**src/rtl/alu_pkg.sv**
```systemverilog
// Shared definitions for the execute-stage ALU: default width, opcode encoding, shift width.
package alu_pkg;

    localparam int WIDTH   = 16;
    localparam int SHAMT_W = 4;

    typedef enum logic [3:0] {
        OP_NOP  = 4'h0,
        OP_AND  = 4'h1,
        OP_OR   = 4'h2,
        OP_XOR  = 4'h3,
        OP_SUB  = 4'h4,
        OP_NOT  = 4'h5,
        OP_SHL  = 4'h6,
        OP_SHR  = 4'h7,
        OP_ADD  = 4'h8,
        OP_PASS = 4'h9,
        OP_SRA  = 4'hA,
        OP_SLTU = 4'hB,
        OP_BEQ  = 4'hC,
        OP_BLT  = 4'hD,
        OP_BGT  = 4'hE,
        OP_BNE  = 4'hF
    } alu_op_e;

    function automatic logic is_branch(input alu_op_e op);
        logic [3:0] w_code;
        w_code = op;
        return (w_code[3:2] == 2'b11);
    endfunction

endpackage

```
**src/rtl/alu_if.sv**
```systemverilog
// Operation/result bundle between the issue logic and the ALU.
// Optional status flags appear when ALU_FLAGS_EN is defined.
interface alu_if
    import alu_pkg::*;
#(
    parameter int WIDTH = alu_pkg::WIDTH
);
    alu_op_e            alu_code;
    logic [WIDTH-1:0]   reg_data1;
    logic [WIDTH-1:0]   reg_data2;
    logic [WIDTH-1:0]   accum;
    logic               pc_branch;
`ifdef ALU_FLAGS_EN
    logic               zero_flag;
    logic               carry_flag;
    logic               ovf_flag;

    modport master (output alu_code, reg_data1, reg_data2,
                    input  accum, pc_branch, zero_flag, carry_flag, ovf_flag);
    modport slave  (input  alu_code, reg_data1, reg_data2,
                    output accum, pc_branch, zero_flag, carry_flag, ovf_flag);
`else
    modport master (output alu_code, reg_data1, reg_data2,
                    input  accum, pc_branch);
    modport slave  (input  alu_code, reg_data1, reg_data2,
                    output accum, pc_branch);
`endif
endinterface

```
**src/rtl/alu_cmp.sv**
```systemverilog
// Unsigned magnitude comparator shared by SLTU and the branch decode.
module alu_cmp #(
    parameter int WIDTH = 16
) (
    input  logic [WIDTH-1:0] i_a,
    input  logic [WIDTH-1:0] i_b,
    output logic             o_eq,
    output logic             o_ltu,
    output logic             o_gtu
);
    assign o_eq  = (i_a == i_b);
    assign o_ltu = (i_a <  i_b);
    assign o_gtu = (i_a >  i_b);
endmodule

```
**src/rtl/alu.sv**
```systemverilog
// Registered 16-bit execute-stage ALU producing an accumulator result or a branch decision.
// Define ALU_FLAGS_EN to add registered zero/carry/overflow flags.
module alu
    import alu_pkg::*;
#(
    parameter int WIDTH = alu_pkg::WIDTH
) (
    input  logic  clk,
    input  logic  rst_n,
    alu_if.slave  bus
);
    logic [WIDTH-1:0]        w_a;
    logic [WIDTH-1:0]        w_b;
    logic signed [WIDTH-1:0] w_a_s;
    logic [SHAMT_W-1:0]      w_shamt;
    logic [WIDTH:0]          w_sum;
    logic [WIDTH:0]          w_diff;
    logic                    w_eq;
    logic                    w_ltu;
    logic                    w_gtu;
    logic [WIDTH-1:0]        w_result;
    logic                    w_branch;

    logic [WIDTH-1:0]        r_accum_p1;
    logic                    r_branch_p1;

    assign w_a     = bus.reg_data1;
    assign w_b     = bus.reg_data2;
    assign w_a_s   = w_a;
    assign w_shamt = w_b[SHAMT_W-1:0];
    // Extra MSB carries the ADD carry-out / SUB borrow.
    assign w_sum   = {1'b0, w_a} + {1'b0, w_b};
    assign w_diff  = {1'b0, w_a} - {1'b0, w_b};

    alu_cmp #(.WIDTH(WIDTH)) u_cmp (
        .i_a   (w_a),
        .i_b   (w_b),
        .o_eq  (w_eq),
        .o_ltu (w_ltu),
        .o_gtu (w_gtu)
    );

    // Stage p0: result select; NOP and branch codes hold the accumulator.
    always_comb begin
        w_result = r_accum_p1;
        w_branch = 1'b0;
        case (bus.alu_code)
            OP_NOP:  w_result = r_accum_p1;
            OP_AND:  w_result = w_a & w_b;
            OP_OR:   w_result = w_a | w_b;
            OP_XOR:  w_result = w_a ^ w_b;
            OP_SUB:  w_result = w_diff[WIDTH-1:0];
            OP_NOT:  w_result = ~w_a;
            OP_SHL:  w_result = w_a << w_shamt;
            OP_SHR:  w_result = w_a >> w_shamt;
            OP_ADD:  w_result = w_sum[WIDTH-1:0];
            OP_PASS: w_result = w_b;
            OP_SRA:  w_result = w_a_s >>> w_shamt;
            OP_SLTU: w_result = {{(WIDTH-1){1'b0}}, w_ltu};
            OP_BEQ:  w_branch = w_eq;
            OP_BLT:  w_branch = w_ltu;
            OP_BGT:  w_branch = w_gtu;
            OP_BNE:  w_branch = ~w_eq;
            default: w_result = r_accum_p1;
        endcase
    end

    // Stage p1: output registers.
    always_ff @(posedge clk or negedge rst_n) begin
        if (!rst_n) begin
            r_accum_p1  <= '0;
            r_branch_p1 <= 1'b0;
        end else begin
            r_accum_p1  <= w_result;
            r_branch_p1 <= w_branch;
        end
    end

    assign bus.accum     = r_accum_p1;
    assign bus.pc_branch = r_branch_p1;

`ifdef ALU_FLAGS_EN
    logic w_flag_upd;
    logic w_carry;
    logic w_ovf;
    logic r_zero_p1;
    logic r_carry_p1;
    logic r_ovf_p1;

    assign w_flag_upd = (bus.alu_code != OP_NOP) && !is_branch(bus.alu_code);

    always_comb begin
        w_carry = 1'b0;
        w_ovf   = 1'b0;
        if (bus.alu_code == OP_ADD) begin
            w_carry = w_sum[WIDTH];
            w_ovf   = (w_a[WIDTH-1] == w_b[WIDTH-1]) && (w_sum[WIDTH-1] != w_a[WIDTH-1]);
        end else if (bus.alu_code == OP_SUB) begin
            w_carry = w_diff[WIDTH];
            w_ovf   = (w_a[WIDTH-1] != w_b[WIDTH-1]) && (w_diff[WIDTH-1] != w_a[WIDTH-1]);
        end
    end

    always_ff @(posedge clk or negedge rst_n) begin
        if (!rst_n) begin
            r_zero_p1  <= 1'b0;
            r_carry_p1 <= 1'b0;
            r_ovf_p1   <= 1'b0;
        end else if (w_flag_upd) begin
            r_zero_p1  <= (w_result == '0);
            r_carry_p1 <= w_carry;
            r_ovf_p1   <= w_ovf;
        end
    end

    assign bus.zero_flag  = r_zero_p1;
    assign bus.carry_flag = r_carry_p1;
    assign bus.ovf_flag   = r_ovf_p1;
`else
    logic w_unused_carries;
    assign w_unused_carries = w_sum[WIDTH] ^ w_diff[WIDTH];
`endif

endmodule

```
**src/flat_wrapper.sv**
```systemverilog
// flat-port wrapper written by rule: the top's interface ports become plain ports
module alu_flat import alu_pkg::*;
#(
    parameter int WIDTH = alu_pkg::WIDTH
)
  (clk, rst_n, bus_alu_code, bus_reg_data1, bus_reg_data2, bus_accum, bus_pc_branch);
  alu_if #(.WIDTH(WIDTH)) bus_i ();
  input  logic clk;
  input  logic rst_n;
  input wire logic [$bits(bus_i.alu_code)-1:0] bus_alu_code;
  input wire logic [$bits(bus_i.reg_data1)-1:0] bus_reg_data1;
  input wire logic [$bits(bus_i.reg_data2)-1:0] bus_reg_data2;
  output wire logic [$bits(bus_i.accum)-1:0] bus_accum;
  output wire logic [$bits(bus_i.pc_branch)-1:0] bus_pc_branch;
  assign bus_i.alu_code = bus_alu_code;
  assign bus_i.reg_data1 = bus_reg_data1;
  assign bus_i.reg_data2 = bus_reg_data2;
  assign bus_accum = bus_i.accum;
  assign bus_pc_branch = bus_i.pc_branch;
  alu #(.WIDTH(WIDTH)) u_core (.clk(clk), .rst_n(rst_n), .bus(bus_i));
endmodule
```
**config.mk**
```make
export PLATFORM = sky130hd
export DESIGN_NAME = alu_flat
export DESIGN_NICKNAME = d
export VERILOG_FILES = /design/src/rtl/alu_pkg.sv /design/src/rtl/alu_if.sv /design/src/rtl/alu_cmp.sv /design/src/rtl/alu.sv /design/src/flat_wrapper.sv
export SDC_FILE = /design/constraint.sdc
export NUM_CORES = 1
export LEC_CHECK = 0
export ABC_CLOCK_PERIOD_IN_PS = 950
export CAP_MARGIN = 10
export CELL_PAD_IN_SITES_DETAIL_PLACEMENT = 1
export CELL_PAD_IN_SITES_GLOBAL_PLACEMENT = 2
export CORE_MARGIN = 1
export CORE_UTILIZATION = 34
export DETAILED_ROUTE_END_ITERATION = 6
export HOLD_SLACK_MARGIN = 0.03
export PLACE_DENSITY_LB_ADDON = 0.1
export SLEW_MARGIN = 20
export SYNTH_ARGS = -nofsm -noshare
export SYNTH_HDL_FRONTEND = slang
export SYNTH_SLANG_ARGS = --single-unit
```
**constraint.sdc**
```tcl
create_clock -name clk -period 0.95 [get_ports clk]
set_input_delay 0.19 -clock clk [delete_from_list [all_inputs] [get_ports clk]]
set_output_delay 0.19 -clock clk [all_outputs]
set_load 0.01 [all_outputs]
```
==> impl_summary.txt, run 1 <==
----------------------------------------------------
[Floorplanning]
  Ports placed on the boundary ... 55
  Number of standard-cell rows in the floorplan ... 44
  Die X-Extent ... 125.7 um
  Vertical die dimension ... 125.7 um
  Initial Util ... 35.29%

[Synth]
  Share of flip-flops with an asynchronous set or reset after synthesis ... 100.0%
  Fraction of the yosys area taken by sequential cells ... 8.171%
  Count of unique library cells instantiated by Yosys ... 81
  Cell accounting for the most synthesized area ... sky130_fd_sc_hd__ha_1
  Synthesis warning total ... 0
  Instance count of the mapped netlist ... 716
  Count of flip-flops with a built-in enable after synthesis ... 0
  Largest cells by area after synthesis ... sky130_fd_sc_hd__ha_1 13%, sky130_fd_sc_hd__mux4_2 9.1%, sky130_fd_sc_hd__dfrtp_1 8.2%
  Average cell area after synthesis ... 7.271 um^2
  Netlist area before placement ... 0.005206 mm^2
  Post-synth top flop ... sky130_fd_sc_hd__dfrtp_1
  Area share of and/or/nand/nor cells after synthesis ... 21.68%
  Main combinational cell family by area after synthesis ... compound AO/OA/AOI/OAI gates
  Post-Synth XOR/XNOR Area ... 0.6729%
  Nets in the synthesized netlist ... 810
  Synth Area in Compound Gates ... 32.32%
  Fraction of synthesized cell area taken by the top area cell type ... 12.98%
  Ranking of synthesized cells by instance count ... 65 x sky130_fd_sc_hd__nand2_1, 62 x sky130_fd_sc_hd__nor2_1, 54 x sky130_fd_sc_hd__a21oi_1, 54 x sky130_fd_sc_hd__ha_1, 49 x sky130_fd_sc_hd__o21ai_0
  Multiplexer fraction of the synthesized cell area ... 14.23%
  Yosys reg bits ... 17
  Post-synthesis adder-cell area fraction ... 13.75%
  Library cell with the highest instance count after synthesis ... sky130_fd_sc_hd__nand2_1

[Clocking]
  Clock buffer count from CTS ... 3
  Maximum level of the CTS H-tree ... 1
  Number of buffers inserted by hold repair at cts ... 0
  Maximum buffer depth of the clock tree ... 2
  Number of clock sinks ... 17
  CTS root buf ... sky130_fd_sc_hd__clkbuf_16

[Global route]
  Gr ovfl total ... 4
  All-Layer GR Usage ... 68.05%
  Largest net degree at the start of global routing ... 23

[STA]
  Pin type at the end of the worst path ... register input
  Worst endpoint from the post-global-route timing repair ... u_core.bus.accum[11]$_DFFE_PN0P_/D

[Placed design]
  Post-DP HPWL ... 25,060 um
  PortBufs ... 54
  Routability congestion estimate from global placement ... 1.034
  Pre-CTS setup slack ... -2188 ps

[Outcome]
  Status ... stopped before the end
  Last stage reached ... 5_1_grt
  First Error ... [ERROR GRT-0232] Routing congestion too high. Check the congestion heatmap in the GUI.

----------------------------------------------------
==> cell families after synthesis <==
| group | after synthesis |
|---|---|
| flip-flops | 17 |
| AND/OR/NAND/NOR | 235 |
| AO/OA/AOI/OAI | 247 |
| buffers and inverters | 110 |
| adder cells (fa/ha/maj) | 56 |
| XOR/XNOR | 4 |
| multiplexers | 47 |
==> metrics by stage <==
stage / instances / cell area (um^2)
after floorplan: 716 / 5446
after global placement: 1171 / 7955
after detailed placement: 1171 / 7955
after CTS: 1245 / 9783
==> timing repair <==
action                                  in CTS
buffers inserted                            67
cloned                                       6
pin swaps                                  105
endpoints found under the setup margin      34
resized for setup                          482
==> layer usage <==
layer  track usage (%)  overflow
met1             69.00         0
met2             90.72         2
met3             45.62         0
met4             66.90         2
met5             10.53         0
==> run 2, diff against run 1 <==
--- a/config.mk
+++ b/config.mk
@@ -7,13 +7,10 @@
 export LEC_CHECK = 0
 export ABC_CLOCK_PERIOD_IN_PS = 950
 export CAP_MARGIN = 10
-export CELL_PAD_IN_SITES_DETAIL_PLACEMENT = 1
-export CELL_PAD_IN_SITES_GLOBAL_PLACEMENT = 2
 export CORE_MARGIN = 1
-export CORE_UTILIZATION = 34
+export CORE_UTILIZATION = 40
 export DETAILED_ROUTE_END_ITERATION = 6
-export HOLD_SLACK_MARGIN = 0.03
-export PLACE_DENSITY_LB_ADDON = 0.1
+export PLACE_DENSITY_LB_ADDON = 0.15
 export SLEW_MARGIN = 20
 export SYNTH_ARGS = -nofsm -noshare
 export SYNTH_HDL_FRONTEND = slang
==> impl_summary.txt, run 2 <==
----------------------------------------------------
[Pwr]
  Cell Pwr Density ... 832.3 mW/mm^2
  Switching power total ... 0.003757 W
  Fraction of power consumed by combinational cells ... 76.7%
  Maximum ir drop on the vdd rail ... 0.5813 mV
  Sw Share ... 44.93%
  Leakage power ... 4.365 nW
  Int Pwr ... 0.004605 W
  Clk pwr share ... 11.5%
  Sequential group share of total power ... 11.8%

[Flow run]
  Max cap viols ... 0

[Setup path]
  Worst r2r path cells ... 4
  Buffers & Inverters on Critical Path ... 4
  Capturing instance or port of the critical path ... u_core.bus.accum[10]
  Kind of start point of the critical path ... input port
  Start point of the critical path ... bus_reg_data2[1]
  Slowest library cell on the worst path ... sky130_fd_sc_hd__mux4_2
  Reg-to-reg critical path endpoint ... u_core.bus.accum[2]
  Startpoint-to-endpoint class of the critical path ... input port to flop
  Number of gates on the worst path with buffers counted ... 10
  Worst endpoint required time ... 1090 ps
  Cell type with the highest occurrence count on the critical path ... sky130_fd_sc_hd__buf_8
  Critical Path Max Stage Delay ... 510 ps
  Worst-path maximum fanout ... 6
  Setup slack on the worst flop-to-flop path ... -110 ps
  Cell Chain, Critical Path ... buf_8, buf_8, buf_12, buf_16, mux4_2, mux2i_2, nor3_1, a311oi_1, o21ai_1, a2bb2oi_1
  R2r startpoint ... u_core.bus.accum[2]
  Kind of cell adding the most delay to the critical path ... multiplexers
  Worst endpoint data arrival time ... 2280 ps
  Crit. End Element ... flop

[Floorplanning]
  Initial Util ... 41.09% (was 35.29%)
  Area of the core region ... 0.01267 mm^2
  Die X-Extent ... 116.1 um (was 125.7 um)
  Die area ... 0.01348 mm^2
  Ports placed on the boundary ... 55 (unchanged)
  Number of standard-cell rows in the floorplan ... 41 (was 44)
  Vertical die dimension ... 116.1 um (was 125.7 um)

[Drt]
  Met2 wire length ... 13,950 um
  Total via count after detailed routing ... 8,167
  Post-DR wirelength/cell ... 25.55 um
  Number of DRC markers after the initial detailed-route iteration ... 1,105
  Post-Route WL ... 31,700 um
  Met3 layer wire length in the routed design ... 3733 um
  Wl on met1 ... 11,080 um
  Final antenna-violating net count ... 0
  Length of the first detailed-routing pass in iterations ... 5
  Top routing layer in use ... met4
  DRC violations left ... 0
  Vias/cell ... 6.581

[Finish]
  Synthesis-to-finish area growth ... 92.96%
  Area of combinational cells with multiple inputs ... 0.005555 mm^2
  Flip-flop count of the largest register after layout ... 16
  Design area ... 0.01005 mm^2
  FF/Latch Area ... 425.4 um^2
  Fraction of final layout cells with drive strength greater than 1 ... 60.62%
  Diode insertion count for antenna repair ... 0
  Number of cells in the finished layout apart from fillers ... 1,241
  Commonest cells after routing, fill and taps aside ... 306 x sky130_fd_sc_hd__buf_4, 57 x sky130_fd_sc_hd__nand2_1, 53 x sky130_fd_sc_hd__nor2_1, 38 x sky130_fd_sc_hd__a21oi_1, 38 x sky130_fd_sc_hd__buf_6
  Most common cell after layout, fill and taps aside ... sky130_fd_sc_hd__buf_4
  # fillers ... 814
  Final nets ... 1,164

[STA]
  Total count of hold-check failures in the final report ... 0
  Final count of pins violating max slew ... 0
  Setup Total Neg Slack ... -18,000 ps
  Maximum operating frequency ... 465.9 MHz
  Post-route setup slack ... -1197 ps
  Unrepaired setup endpoints after global routing ... yes
  Share of the clock period used by the worst path after layout ... 226.0%
  Clk_skew ... 0 ps
  Transition at the pin with the smallest max-transition slack ... 505.7 ps
  Setup-failing EPs final ... 34
  Minimum period implied by the final worst setup slack ... 2147 ps
  Slew margin rel. ... 66.28%

[Outcome]
  Violations in the final reports ... negative setup slack
  Status ... finished, violations left (was stopped before the end)

[Clocking]
  Maximum level of the CTS H-tree ... 1 (unchanged)
  Source-to-sink clock delay at the later pin of the worst-skew pair ... 260 ps
  Number of buffers inserted by hold repair at cts ... 0 (unchanged)
  CTS root buf ... sky130_fd_sc_hd__clkbuf_16 (unchanged)
  TritonCTS clock tree ... yes
  Reg clk slew, reported paths ... 60 ps
  Maximum buffer depth of the clock tree ... 2 (unchanged)
  Number of clock sinks ... 17 (unchanged)
  Clock buffer count from CTS ... 3 (unchanged)

[Synth]
  Nets in the synthesized netlist ... 810 (unchanged)
  Ranking of synthesized cells by instance count ... 65 x sky130_fd_sc_hd__nand2_1, 62 x sky130_fd_sc_hd__nor2_1, 54 x sky130_fd_sc_hd__a21oi_1, 54 x sky130_fd_sc_hd__ha_1, 49 x sky130_fd_sc_hd__o21ai_0 (unchanged)
  Netlist area before placement ... 0.005206 mm^2 (unchanged)
  Average cell area after synthesis ... 7.271 um^2 (unchanged)
  Post-synth top flop ... sky130_fd_sc_hd__dfrtp_1 (unchanged)
  Library cell with the highest instance count after synthesis ... sky130_fd_sc_hd__nand2_1 (unchanged)
  Fraction of synthesized cell area taken by the top area cell type ... 12.98% (unchanged)
  Instance count of the mapped netlist ... 716 (unchanged)
  Cell accounting for the most synthesized area ... sky130_fd_sc_hd__ha_1 (unchanged)
  Yosys reg bits ... 17 (unchanged)
  Fraction of the yosys area taken by sequential cells ... 8.171% (unchanged)
  Count of flip-flops with a built-in enable after synthesis ... 0 (unchanged)
  Synthesis warning total ... 0 (unchanged)
  Count of unique library cells instantiated by Yosys ... 81 (unchanged)
  Largest cells by area after synthesis ... sky130_fd_sc_hd__ha_1 13%, sky130_fd_sc_hd__mux4_2 9.1%, sky130_fd_sc_hd__dfrtp_1 8.2% (unchanged)
  Share of flip-flops with an asynchronous set or reset after synthesis ... 100.0% (unchanged)

[Placed design]
  Post-DP HPWL ... 21,430 um (was 25,060 um)
  Area of placed instances ... 0.007960 mm^2 (was 0.007955 mm^2)
  Routability congestion estimate from global placement ... 1.042 (was 1.034)
  Pre-CTS setup slack ... -2058 ps (was -2188 ps)
  PortBufs ... 54 (unchanged)
  Total instance count after detailed placement ... 1,160 (was 1,171)

[Global route]
  All-Layer GR Usage ... 43.84%
  First-pass GRT wire length ... 43,860 um
  Via count of the first global-routing pass ... 7,658
  Antenna violations before repair ... 0
  Largest net degree at the start of global routing ... 35
  Gr ovfl total ... 0

[Hold path]
  Worst min-delay path class ... input port to asynchronous set/reset pin

----------------------------------------------------
==> run 2: worst min-delay path by stage <==
stage | endpoint | slack [ps] | cells after the start
4_1_cts | u_core.bus.accum[8] | 290 | 2
3_3_place_gp | u_core.bus.accum[9] | 510 | 2
6_report | u_core.bus.accum[13] | 280 | 2
5_1_grt | u_core.bus.accum[8] | 290 | 2
3_5_place_dp | u_core.bus.accum[9] | 540 | 2
2_1_floorplan | u_core.bus.accum[0] | -110 | 0
==> run 2: routing by layer <==
layer	global-route usage (%)	vias up
li1	-	3397
met1	53.86	3815
met2	69.52	732
met3	7.741	223
met4	30.77	0
met5	0	-
==> run 2: power by group through the flow <==
| stage | logic (W) | registers [W] | clock network (W) |
|---|---|---|---|
| after global placement | 0.00472 | 0.000984 | 0 |
| after detailed placement | 0.00477 | 0.000995 | 0 |
| after floorplan | 0.00220 | 0.00103 | 0 |
| after CTS | 0.00566 | 0.000974 | 0.000949 |
| final | 0.00641 | 0.000990 | 0.000958 |
| after global routing | 0.00665 | 0.000997 | 0.000989 |
==> run 2: cells by family after synthesis <==
kind of cell / share of synthesized area [%]
fa+ha+maj: 13.75
xor+xnor: 0.6730
compound gates: 32.32
simple gates: 21.68
buf+inv: 9.181
mux: 14.23
flops: 8.171
==> run 2: cell type report <==
type,count,area share [%]
multi-input cells,589,55.30
repair buffers,411,35.14
flip-flops and latches,17,4.235
inverters,48,2.391
well taps,172,2.142
clock buffers,3,0.7473
clock inverters,1,0.04982
==> run 2: stage by stage <==
step	hold WS, ps	power (W)	util [%]
finish	277.2	0.008362	79.28
floorplan	-105.6	0.003234	-
detailed placement	538.7	0.005764	62.82
global route	294.3	0.008633	79.28
global placement	511.6	0.005705	62.82
CTS	285.1	0.007585	74.97
==> run 2: repair_timing <==
item                       4_1_cts  5_1_grt
gates resized for setup        434       78
buffers inserted                54       26
cloned                           4        2
pin swaps                      103       52
setup endpoints to repair       34       34
Note: power is estimated with default switching activity, not from simulation.
==> run 3, diff against run 2 <==
--- a/config.mk
+++ b/config.mk
@@ -11,6 +11,7 @@
 export CORE_UTILIZATION = 40
 export DETAILED_ROUTE_END_ITERATION = 6
 export PLACE_DENSITY_LB_ADDON = 0.15
+export REMOVE_ABC_BUFFERS = 1
 export SLEW_MARGIN = 20
 export SYNTH_ARGS = -nofsm -noshare
 export SYNTH_HDL_FRONTEND = slang
==> impl_summary.txt, run 3 (synthesized netlist as in run 2, its figures left out) <==
----------------------------------------------------
[Finish]
  Flip-flop count of the largest register after layout ... 16 (unchanged)
  Final nets ... 1,105 (was 1,164)
  Fraction of final layout cells with drive strength greater than 1 ... 55.05% (was 60.62%)
  Design area ... 0.009214 mm^2 (was 0.01005 mm^2)
  Synthesis-to-finish area growth ... 76.98% (was 92.96%)
  Diode insertion count for antenna repair ... 0 (unchanged)
  Commonest cells after routing, fill and taps aside ... 256 x sky130_fd_sc_hd__buf_4, 60 x sky130_fd_sc_hd__nand2_1, 55 x sky130_fd_sc_hd__nor2_1, 41 x sky130_fd_sc_hd__buf_6, 34 x sky130_fd_sc_hd__a21oi_1 (was 306 x sky130_fd_sc_hd__buf_4, 57 x sky130_fd_sc_hd__nand2_1, 53 x sky130_fd_sc_hd__nor2_1, 38 x sky130_fd_sc_hd__a21oi_1, 38 x sky130_fd_sc_hd__buf_6)
  Most common cell after layout, fill and taps aside ... sky130_fd_sc_hd__buf_4 (unchanged)

[STA]
  Maximum operating frequency ... 464.6 MHz (was 465.9 MHz)
  Slew margin rel. ... 62.58% (was 66.28%)
  Final count of pins violating max slew ... 0 (unchanged)
  Clk_skew ... 0 ps (unchanged)
  Transition at the pin with the smallest max-transition slack ... 560.3 ps (was 505.7 ps)
  Total count of hold-check failures in the final report ... 0 (unchanged)
  Unrepaired setup endpoints after global routing ... yes (unchanged)
  Post-route setup slack ... -1203 ps (was -1197 ps)
  Share of the clock period used by the worst path after layout ... 226.6% (was 226.0%)
  Minimum period implied by the final worst setup slack ... 2153 ps (was 2147 ps)
  Setup-failing EPs final ... 34 (unchanged)

[Setup path]
  Crit. End Element ... flop (unchanged)
  Worst endpoint required time ... 1100 ps (was 1090 ps)
  Worst-path maximum fanout ... 2 (was 6)
  Reg-to-reg critical path endpoint ... u_core.bus.accum[5] (was u_core.bus.accum[2])
  Kind of start point of the critical path ... input port (unchanged)
  Setup slack on the worst flop-to-flop path ... 20 ps (was -110 ps)
  Start point of the critical path ... bus_reg_data1[0] (was bus_reg_data2[1])
  Startpoint-to-endpoint class of the critical path ... input port to flop (unchanged)
  Worst r2r path cells ... 4 (unchanged)
  Worst endpoint data arrival time ... 2300 ps (was 2280 ps)
  R2r startpoint ... u_core.bus.accum[5] (was u_core.bus.accum[2])

[Clocking]
  Number of clock sinks ... 17 (unchanged)
  CTS root buf ... sky130_fd_sc_hd__clkbuf_16 (unchanged)
  Source-to-sink clock delay at the later pin of the worst-skew pair ... 270 ps (was 260 ps)
  Maximum level of the CTS H-tree ... 1 (unchanged)
  Maximum buffer depth of the clock tree ... 2 (unchanged)
  Clock buffer count from CTS ... 3 (unchanged)
  Reg clk slew, reported paths ... 70 ps (was 60 ps)
  TritonCTS clock tree ... yes (unchanged)

[Global route]
  First-pass GRT wire length ... 41,550 um (was 43,860 um)
  Largest net degree at the start of global routing ... 39 (was 35)
  All-Layer GR Usage ... 41.60% (was 43.84%)
  Gr ovfl total ... 0 (unchanged)
  Via count of the first global-routing pass ... 7,205 (was 7,658)
  Antenna violations before repair ... 0 (unchanged)

[Floorplanning]
  Number of standard-cell rows in the floorplan ... 41 (unchanged)
  Area of the core region ... 0.01267 mm^2 (unchanged)
  Initial Util ... 41.09% (unchanged)
  Vertical die dimension ... 116.1 um (unchanged)
  Die X-Extent ... 116.1 um (unchanged)
  Die area ... 0.01348 mm^2 (unchanged)
  Ports placed on the boundary ... 55 (unchanged)

[Drt]
  Post-Route WL ... 28,150 um (was 31,700 um)
  Number of DRC markers after the initial detailed-route iteration ... 878 (was 1,105)
  Final antenna-violating net count ... 0 (unchanged)
  DRC violations left ... 0 (unchanged)
  Vias/cell ... 6.286 (was 6.581)
  Post-DR wirelength/cell ... 23.81 um (was 25.55 um)
  Total via count after detailed routing ... 7,430 (was 8,167)
  Length of the first detailed-routing pass in iterations ... 6 (was 5)

[Pwr]
  Maximum ir drop on the vdd rail ... 0.4808 mV (was 0.5813 mV)
  Leakage power ... 3.992 nW (was 4.365 nW)
  Final Total Pwr ... 0.007769 W (was 0.008362 W)
  Cell Pwr Density ... 843.2 mW/mm^2 (was 832.3 mW/mm^2)

[Placed design]
  PortBufs ... 54 (unchanged)
  Routability congestion estimate from global placement ... 1.037 (was 1.042)
  Area of placed instances ... 0.007531 mm^2 (was 0.007960 mm^2)
  Post-DP HPWL ... 20,260 um (was 21,430 um)

[Outcome]
  Status ... finished, violations left (unchanged)
  Violations in the final reports ... negative setup slack (unchanged)

[Flow run]
  Max cap viols ... 0 (unchanged)

[Hold path]
  Worst min-delay path class ... input port to asynchronous set/reset pin (unchanged)

----------------------------------------------------
run 3: cell count changes in the layout (fill, tap and decap cells not counted), sizes merged:
cell and change:
clkdlybuf4s50 +1, clkbuf +1, dlygate4sd2 -1, inv -1
dlymetal6s2s +1, clkinvlp +1, buf -62, bufbuf +1
run 3: stage by stage:
step / setup slack (ps) / TNS [ps] / utilization [%] / cells / hold WS [ps]
floorplan: -1571 / -22350 / - / 654 / -105.6
global placement: -2056 / -33230 / 59.44 / 1125 / 513.0
detailed placement: -2084 / -33810 / 59.44 / 1125 / 520.8
CTS: -1277 / -17090 / 70.37 / 1167 / 281.8
global route: -1256 / -18900 / 72.72 / 1182 / 300.9
finish: -1203 / -17620 / 72.72 / 1182 / 268.2
run 3: repair_timing:
| action | in CTS | in global routing |
|---|---|---|
| endpoints found under the hold margin | 0 | 0 |
| buffers inserted | 36 | 17 |
| pin swaps | 82 | 60 |
| cloned | 4 | 0 |
| hold buffers | 0 | 0 |
| gates resized for setup | 401 | 71 |
| endpoints found under the setup margin | 34 | 34 |
run 3: area by class of cell:
class | instances | area [um^2]
clock inverter | 1 | 5.005
inverter | 48 | 206.4
timing repair buffer | 352 | 2943
tap | 172 | 215.2
multi-input combinational | 589 | 5344
sequential | 17 | 425.4
clock buffer | 3 | 75.07
fill | 991 | 3457
run 3: power by group:
| part | internal (W) | switching, W | leakage (nW) |
|---|---|---|---|
| registers | 0.000875 | 0.0000973 | 0.208 |
| clock network | 0.000569 | 0.000409 | 0.0409 |
| logic | 0.00285 | 0.00297 | 3.74 |
run 3: worst max-delay path by stage:
stage,endpoint,slack [ps],cells past startpoint
6_report,u_core.bus.accum[12],-1200,11
5_1_grt,u_core.bus.accum[12],-1260,11
4_1_cts,u_core.bus.accum[12],-1280,11
3_5_place_dp,u_core.bus.accum[10],-2080,12
3_3_place_gp,u_core.bus.accum[13],-2060,11
2_1_floorplan,u_core.bus.accum[0],-1570,9
run 3: metal layers:
layer  up-vias  share of wire [%]  GRT usage, %
met2       494                 46         66.90
met1      3541                 41         53.84
met3       122                9.0         7.845
li1       3273                  -             -
met5         -                  0             0
met4         0                4.9         19.06
run 3: critical path, stage by stage:
cell	delay [ps]
sky130_fd_sc_hd__buf_8	100
sky130_fd_sc_hd__buf_6	110
sky130_fd_sc_hd__ha_4	160
sky130_fd_sc_hd__fa_2	390
sky130_fd_sc_hd__a21oi_4	170
sky130_fd_sc_hd__o211ai_4	120
sky130_fd_sc_hd__a2111oi_4	320
sky130_fd_sc_hd__nor3_2	100
sky130_fd_sc_hd__a221o_1	320
sky130_fd_sc_hd__a221oi_2	240
sky130_fd_sc_hd__nor3_1	80
